[src/rtl/sliced_adder_64.sv]
// 64-bit adder that reuses one 16-bit carry-lookahead slice over four cycles.
// The carry between slices is held in a register.

module CLA_16_bit_ripple (
    input  logic [15:0] a,
    input  logic [15:0] b,
    input  logic        cin,
    output logic [15:0] sum,
    output logic        cout
);
    logic [15:0] g;
    logic [15:0] p;
    logic [16:0] c;
    logic        gacc;
    logic        pacc;

    // Four 4-bit lookahead groups; group carries ripple from one group to the next
    always_comb begin
        g    = a & b;
        p    = a ^ b;
        c    = '0;
        gacc = 1'b0;
        pacc = 1'b1;
        c[0] = cin;
        for (int grp = 0; grp < 4; grp++) begin
            gacc = 1'b0;
            pacc = 1'b1;
            for (int i = 0; i < 4; i++) begin
                gacc = g[grp*4+i] | (p[grp*4+i] & gacc);
                pacc = p[grp*4+i] & pacc;
                c[grp*4+i+1] = gacc | (pacc & c[grp*4]);
            end
        end
        sum  = p ^ c[15:0];
        cout = c[16];
    end
endmodule

module sliced_adder_64 (
    input  logic        clk,
    input  logic        rst_n,
    input  logic        start,
    input  logic [63:0] a,
    input  logic [63:0] b,
    input  logic        cin,
    output logic        busy,
    output logic        done,
    output logic [63:0] sum,
    output logic        cout,
    output logic        overflow
);
    typedef enum logic [1:0] {IDLE, RUN, DONE} state_t;

    state_t      state;
    state_t      state_nx;
    logic [1:0]  cnt;
    logic [63:0] a_r;
    logic [63:0] b_r;
    logic        carry_r;
    logic        load;
    logic [15:0] sl_a;
    logic [15:0] sl_b;
    logic [15:0] sl_sum;
    logic        sl_cout;

    CLA_16_bit_ripple u_cla (
        .a    (sl_a),
        .b    (sl_b),
        .cin  (carry_r),
        .sum  (sl_sum),
        .cout (sl_cout)
    );

    always_comb begin
        sl_a = a_r[15:0];
        sl_b = b_r[15:0];
        case (cnt)
            2'd0: begin sl_a = a_r[15:0];  sl_b = b_r[15:0];  end
            2'd1: begin sl_a = a_r[31:16]; sl_b = b_r[31:16]; end
            2'd2: begin sl_a = a_r[47:32]; sl_b = b_r[47:32]; end
            2'd3: begin sl_a = a_r[63:48]; sl_b = b_r[63:48]; end
            default: begin sl_a = a_r[15:0]; sl_b = b_r[15:0]; end
        endcase
    end

    // New operands are accepted only when no addition is in flight
    always_comb begin
        state_nx = state;
        load     = 1'b0;
        case (state)
            IDLE: begin
                if (start) begin
                    state_nx = RUN;
                    load     = 1'b1;
                end
            end
            RUN: begin
                if (cnt == 2'd3) state_nx = DONE;
            end
            DONE: begin
                if (start) begin
                    state_nx = RUN;
                    load     = 1'b1;
                end else begin
                    state_nx = IDLE;
                end
            end
            default: state_nx = IDLE;
        endcase
    end

    always_ff @(posedge clk) begin
        if (!rst_n) begin
            state    <= IDLE;
            cnt      <= 2'd0;
            a_r      <= '0;
            b_r      <= '0;
            carry_r  <= 1'b0;
            sum      <= '0;
            cout     <= 1'b0;
            overflow <= 1'b0;
        end else begin
            state <= state_nx;
            if (load) begin
                a_r     <= a;
                b_r     <= b;
                carry_r <= cin;
                cnt     <= 2'd0;
            end else if (state == RUN) begin
                case (cnt)
                    2'd0: sum[15:0]  <= sl_sum;
                    2'd1: sum[31:16] <= sl_sum;
                    2'd2: sum[47:32] <= sl_sum;
                    2'd3: sum[63:48] <= sl_sum;
                    default: sum[15:0] <= sl_sum;
                endcase
                carry_r <= sl_cout;
                cnt     <= cnt + 2'd1;
                if (cnt == 2'd3) begin
                    cout     <= sl_cout;
                    overflow <= (a_r[63] == b_r[63]) && (sl_sum[15] != a_r[63]);
                end
            end
        end
    end

    assign busy = (state == RUN);
    assign done = (state == DONE);
endmodule

[config.mk]
export PLATFORM = sky130hd
export DESIGN_NAME = sliced_adder_64
export DESIGN_NICKNAME = d
export VERILOG_FILES = /design/src/rtl/sliced_adder_64.sv
export SDC_FILE = /design/constraint.sdc
export NUM_CORES = 1
export LEC_CHECK = 0
export BUFFER_PORTS_ARGS = -buffer_cell sky130_fd_sc_hd__buf_2
export CAP_MARGIN = 5
export CORE_ASPECT_RATIO = 0.6
export CORE_MARGIN = 8
export CORE_UTILIZATION = 49
export CTS_BUF_LIST = sky130_fd_sc_hd__clkbuf_8 sky130_fd_sc_hd__clkbuf_16
export DETAILED_ROUTE_END_ITERATION = 10
export GPL_TIMING_DRIVEN = 0
export PLACE_DENSITY = 0.78
export REMOVE_ABC_BUFFERS = 1
export SLEW_MARGIN = 10
export SYNTH_ARGS = -nofsm -noshare
export SYNTH_HDL_FRONTEND = slang
export SYNTH_HIERARCHICAL = 1
export SYNTH_SLANG_ARGS = --single-unit
[constraint.sdc]
create_clock -name clk -period 3.1 [get_ports clk]
set_input_delay 0.465 -clock clk [delete_from_list [all_inputs] [get_ports clk]]
set_output_delay 0.465 -clock clk [all_outputs]
set_load 0.005 [all_outputs]
* After elaboration in Yosys (flattened, before gate mapping) *
Cells that the tools add are included.

storage, ports and cells
  word-level logic and storage cells = 115
  memory bits (read-only) = 0
  output and inout port bits = 68
  register bits after elaboration = 199
  input port bits = 132
  memory bits (writable) = 0
  latch bits = 0
  memories = 0

cells by class
  $mul = 0
  div/mod/pow operators = 0
  shift operators = 0
  eq/ne operators = 9
  muxes and demuxes = 10
  bitwise operators = 73
  $add $sub $neg = 1
  $lt $le $gt $ge = 0
  reductions and logical operators = 11

operator list
  cell                                            count
  one-hot mux 16 bit (4 select lines)             2
  AND 1 bit                                       40
  bitwise XOR 16 bit                              2
  OR 1 bit                                        28
  AND 16 bit                                      1
  AND reduction 3 bit                             4
  == test 2 bit (second input constant)           3
  one-hot mux 2 bit (3 select lines)              1
  two-way mux 1 bit                               5
  == test 2 x 1 -> 1 bit (second input constant)  2
  zero test 2 bit                                 2
  two-way mux 2 bit                               2
  OR reduction 2 bit                              2
  adder 2 x 1 -> 2 bit (second input constant)    1
  != test 2 x 1 -> 1 bit (second input constant)  1
  != test 2 bit (second input constant)           1
  inverter 1 bit                                  2
  AND reduction 2 bit                             1
  nonzero test 2 bit                              1
  == test 1 bit                                   1
  logical AND 1 bit                               1
  != test 1 bit                                   1

* Logic depth before layout (Yosys ltp) *
  depth after elaboration = 19
  mapped depth = 16
  gate-level depth less buffers = 14

* Modules after synthesis *
The synthesis kept the hierarchy.

modules (own cells, without submodules)
  module             seq. area each (um^2)  times used  area each (um^2)  cells each
  sliced_adder_64    3983.8                 1           8335.5            991
  CLA_16_bit_ripple  0.0                    1           690.7             87

* Worst setup path after synthesis *
OpenSTA, ideal clock, no wires.

  path type = flip-flop to flip-flop
  from = reg cnt[1]
  to = reg sum[13]
  data required time = 3.024 ns
  path buffers = 2
  slack = -0.272 ns
  cell stages (with the launch flop) = 17
  arrival = 3.297 ns
  clock period less this slack = 3.372 ns
  library setup time = 0.076 ns
  cell sequence = dfxtp_1 inv_1 ha_1 buf_2 clkbuf_1 a222oi_1 mux2i_1 ha_1 a21o_1 a21oi_2 a21oi_2 o31ai_4 inv_1 fa_1 xor2_1 nand2_1 a21boi_0

between the ends
  elaborated cells between the ends (all ways) = 45
  classes of those cells = 3 x eq/ne; 2 x mux; 38 x bitwise; 2 x reduce/logical

RTL lines
  what                                   line  RTL
  start: declaration                     56    logic [1:0] cnt;
  start signal: assignment               138   cnt <= cnt + 2'd1;
  == test 2 bit (tied with other cells)  77    case (cnt)
  one-hot mux 16 bit (4 select lines) *  77
  via sl_a[2]                            61    logic [15:0] sl_a;
  bitwise XOR 16 bit                     20    p = a ^ b;
  AND 1 bit                              29    gacc = g[grp*4+i] | (p[grp*4+i] & gacc);
  OR 1 bit                               29
  AND 1 bit                              29
  OR 1 bit                               29
  OR 1 bit *                             31    c[grp*4+i+1] = gacc | (pacc & c[grp*4]);
  AND 1 bit *                            31
  OR 1 bit *                             31
  AND 1 bit *                            31
  OR 1 bit *                             31
  AND 1 bit *                            31
  OR 1 bit *                             31
  bitwise XOR 16 bit *                   34    sum = p ^ c[15:0];
  via sl_sum[13]                         63    logic [15:0] sl_sum;
  end signal: assignment                 131   2'd0: sum[15:0] <= sl_sum;
  end signal: assignment                 135   default: sum[15:0] <= sl_sum;
  end: declaration                       48    output logic [63:0] sum,

The timed path passes the listed nets; every way through them passes the cells marked *.
A chain may end at the register's enable or synchronous reset.

* Worst setup path after layout *
  from = reg cnt[1]
  to = reg sum[61]

between the ends
  longest elaborated chain between the ends = 17
  elaborated cells between the ends (all ways) = 45
  classes of those cells = 3 x eq/ne; 2 x mux; 38 x bitwise; 2 x reduce/logical

RTL lines
  what                                   line  RTL
  == test 2 bit (tied with other cells)  77
  one-hot mux 16 bit (4 select lines) *  77
  via sl_a[0]                            61
  AND 16 bit                             19    g = a & b;
  AND 1 bit                              29
  OR 1 bit                               29
  AND 1 bit                              29
  OR 1 bit                               29
  [... 3 more ...]                       --
  AND 1 bit *                            31
  OR 1 bit *                             31
  AND 1 bit *                            31
  OR 1 bit *                             31
  AND 1 bit *                            31
  OR 1 bit *                             31
  bitwise XOR 16 bit *                   34
  via sl_sum[13]                         63
  end signal: assignment                 134   2'd3: sum[63:48] <= sl_sum;

Marked as above.

==> out/qor.txt <==
Buffers added on ports: 199
Max VDD drop: 359.4 uV
Clock group share of total power: 39.5%
Post-DR vias/cell: 5.239
Maximum number of pins on one net before global-route repair: 101
Placed inst area: 0.01015 mm^2
Clock Root Buffer: clkbuf_16
Leakage dissipation: 0.004940 uW
Aggregate routed wire length: 26180 um
Final instance area: 0.01138 mm^2
Initial core utilization: 49.96%
Chip height: 121.1 um
Placement row count: 38
Result of the run: finished, violations left
Gate count of the mapped netlist: 1078
Sequential cell fraction of total power: 46.5%
Failing checks: negative setup slack
Clock sink total: 199
Setup slack of the critical path after layout: -278.1 ps
Number of enable-type register cells in the synthesized netlist: 0
Combinational fraction of design power: 14.0%
Number of failing hold endpoints at the final stage: 0
Global Route met2 Usage: 34.18%
Global routing met1 resource utilization: 29.96%
Area Overhead vs Synth: 26.03%
Initial antenna violation count: 0
Total power density per cell area: 517.9 mW/mm^2
Synth Flop Type: dfxtp_1
Top area cells in the synthesized netlist: dfxtp_1 (44%), nand2_1 (16%), a21boi_1 (9.1%)
Max-slew violation total from the final report: 0
Number of synthesized register bits: 199
Internal power: 4383 uW
Max-cap violation count: 0
Switching part of the total power: 25.60%
Final routed DRC violation total: 0
Final estimated routing congestion in global placement: 0.8251
Post-route fraction of the period consumed by the critical path: 109.0%
Diodes inserted: 0
Number of violations reported at the end of detailed-routing iteration 0: 645
Layout cells sized above 1: 25.20%
Detailed-route wire length per cell: 17.29 um
Required arrival time at the worst endpoint: 3460 ps
TritonCTS Buffers: 17
Grt met3 use: 5.798%
Largest area contributor in the synthesized netlist: dfxtp_1
Sequential cell area fraction in the yosys report: 44.14%
Worst-Margin Slew: 951.9 ps
Floorplan die width: 191.2 um
Final setup fails: 46
Critical path start-end classification: reg -> reg
Tightest slew margin relative to the limit: 36.35%
CTS Hold Bufs: 0
Share of flip-flops with an asynchronous set or reset: 0%
Number of standard cells in the layout, taps in and fillers out: 1514
Number of placed I/O pins: 200
Max Root-Sink Buffers: 2
Worst hold slack across all endpoints: 259.1 ps
Warnings from Yosys: 6
Aggregate global routing overflow: 0
Floorplan die area: 0.02316 mm^2
Net switching component of the power: 1508 uW
Later-pin clock latency in the skew report: 430 ps
Syn Std Cell Area: 0.009026 mm^2
Final period demand of the worst path: 3378 ps
Placed Cells: 1446
First-pass GRT wire length: 41200 um
Setup crit start kind: flop
Unrepaired setup endpoints after global routing: true
Top-area cell type share of the netlist area: 44.14%
Clock-pin slew of the registers on the worst-case setup and hold paths: 70 ps
TritonCTS clock tree: done
Library cells used by synthesis: 42
Max Fanout on Critical Path: 7
Total number of vias: 7932
Critical Path End Type: flop
Clock tree skew after final layout: 11.00 ps
Number of inserted filler cells in the final layout: 1574
Core region area: 0.01807 mm^2
Hold WC Path Type: in -> reg
Detailed placer's ending HPWL: 17180 um
Detailed Routing Iterations Pass 1: 6
Crit path arrival time: 3740 ps
# nets final: 1418
Depth of the CTS H-tree: 4
Via count of the first global-routing pass: 7829
GRT Util Overall: 22.17%
GR peak layer: met2
Maximum clock rate: 296.0 MHz
Antenna Violating Nets Remaining: 0
Average footprint of a synthesized cell: 8.373 um^2
final timing paths:
kind	from	to	slack, ps	cells past startpoint
max	cnt[1]	sum[61]	-280	15
min	b[57]	b_r[57]	260	3
max reg2reg	cnt[1]	sum[61]	-280	15
min reg2reg	sum[59]	sum[59]	450	2
flip-flops by register name, indices dropped and copies added (netlist names):
name      flops
state         2
b_r          64
cout          1
cnt           2
sum          64
carry_r       1
a_r          64
overflow      1
critical path, stage by stage (launching register included):
cell and delay, ps:
dfxtp_4 400, inv_4 50, ha_4 190, buf_12 150
a222oi_1 330, mux2i_1 180, ha_1 310, a21oi_2 140
nand4b_1 230, a21oi_4 130, o31ai_4 300, inv_2 80
fa_2 390, xor2_4 210, nand2_1 70, a21boi_1 160
cell usage after synthesis, types with 2 or more instances:
master,number
clkbuf_2,2
a222oi_1,32
buf_6,10
nor2_1,9
nand3b_1,5
a31oi_1,3
inv_1,46
buf_4,5
buf_2,30
a21oi_2,2
nor2b_1,3
fa_1,4
xnor2_1,6
and3b_1,4
a21oi_1,7
o21ai_0,4
mux2i_1,33
buf_1,2
xor2_1,6
nand2b_1,2
and2_1,3
a21o_1,3
nand2_1,396
a21boi_1,110
ha_1,21
nand3_1,3
a21boi_0,84
clkbuf_1,31
dfxtp_1,199
kinds of logic after synthesis:
kind of cell,share of synthesized area (%)
compound gates,21.68
xor+xnor,1.164
fa+ha+maj,3.798
buf+inv,6.723
flops,44.14
mux,3.660
simple gates,18.84
metrics by stage:
| stage | total power (uW) | setup TNS, ps | util [%] | setup WS (ps) |
|---|---|---|---|---|
| 6_report | 5892 | -6906 | 62.96 | -278.1 |
| 5_1_grt | 6121 | -15800 | 62.96 | -481.2 |
| 4_1_cts | 5875 | -7515 | 61.82 | -337.7 |
| 3_5_place_dp | 3500 | -27190 | 56.18 | -908.9 |
| 3_3_place_gp | 3466 | -287330 | 54.73 | -1850 |
| 2_1_floorplan | 3189 | -36330 | - | -741.8 |
power groups by stage:
stage	Sequential [uW]	Clock (uW)	Combinational [uW]
2_1_floorplan	2780	0	407
3_3_place_gp	2790	0	675
3_5_place_dp	2800	0	702
4_1_cts	2740	2360	779
5_1_grt	2750	2460	904
6_report	2740	2330	823
cell type report:
cell class	instances	area (um^2)	area share [%]
Multi-Input combinational cell	753	4722	41.51
Clock buffer	20	466.7	4.103
Tap cell	240	300.3	2.640
Inverter	46	177.7	1.562
Timing Repair Buffer	244	1568	13.78
Sequential cell	199	3991	35.09
Clock inverter	12	150.1	1.320
layer usage:
metal  wire length, um  part of all wire (%)
met1             11850                    45
met2             11660                    45
met3              2240                   8.6
met4               420                   1.6
met5                 0                     0
layout by cell type, fill, tap and decap left out, types with 15 or more instances in the layout:
cell	Yosys	final
a21boi_0	84	38
a21boi_1	110	154
a222oi_1	32	32
buf_2	30	198
buf_4	5	32
clkbuf_16	0	18
dfxtp_1	199	197
ha_1	21	15
inv_1	46	43
mux2i_1	33	32
nand2_1	396	393
what timing repair did:
action | CTS | global route
pin swaps | 31 | 25
gates resized for setup | 64 | 39
buffers inserted | 24 | 14
setup endpoints to repair | 51 | 59
cloned | 1 | 1
Power figures use the tool's default switching activity.
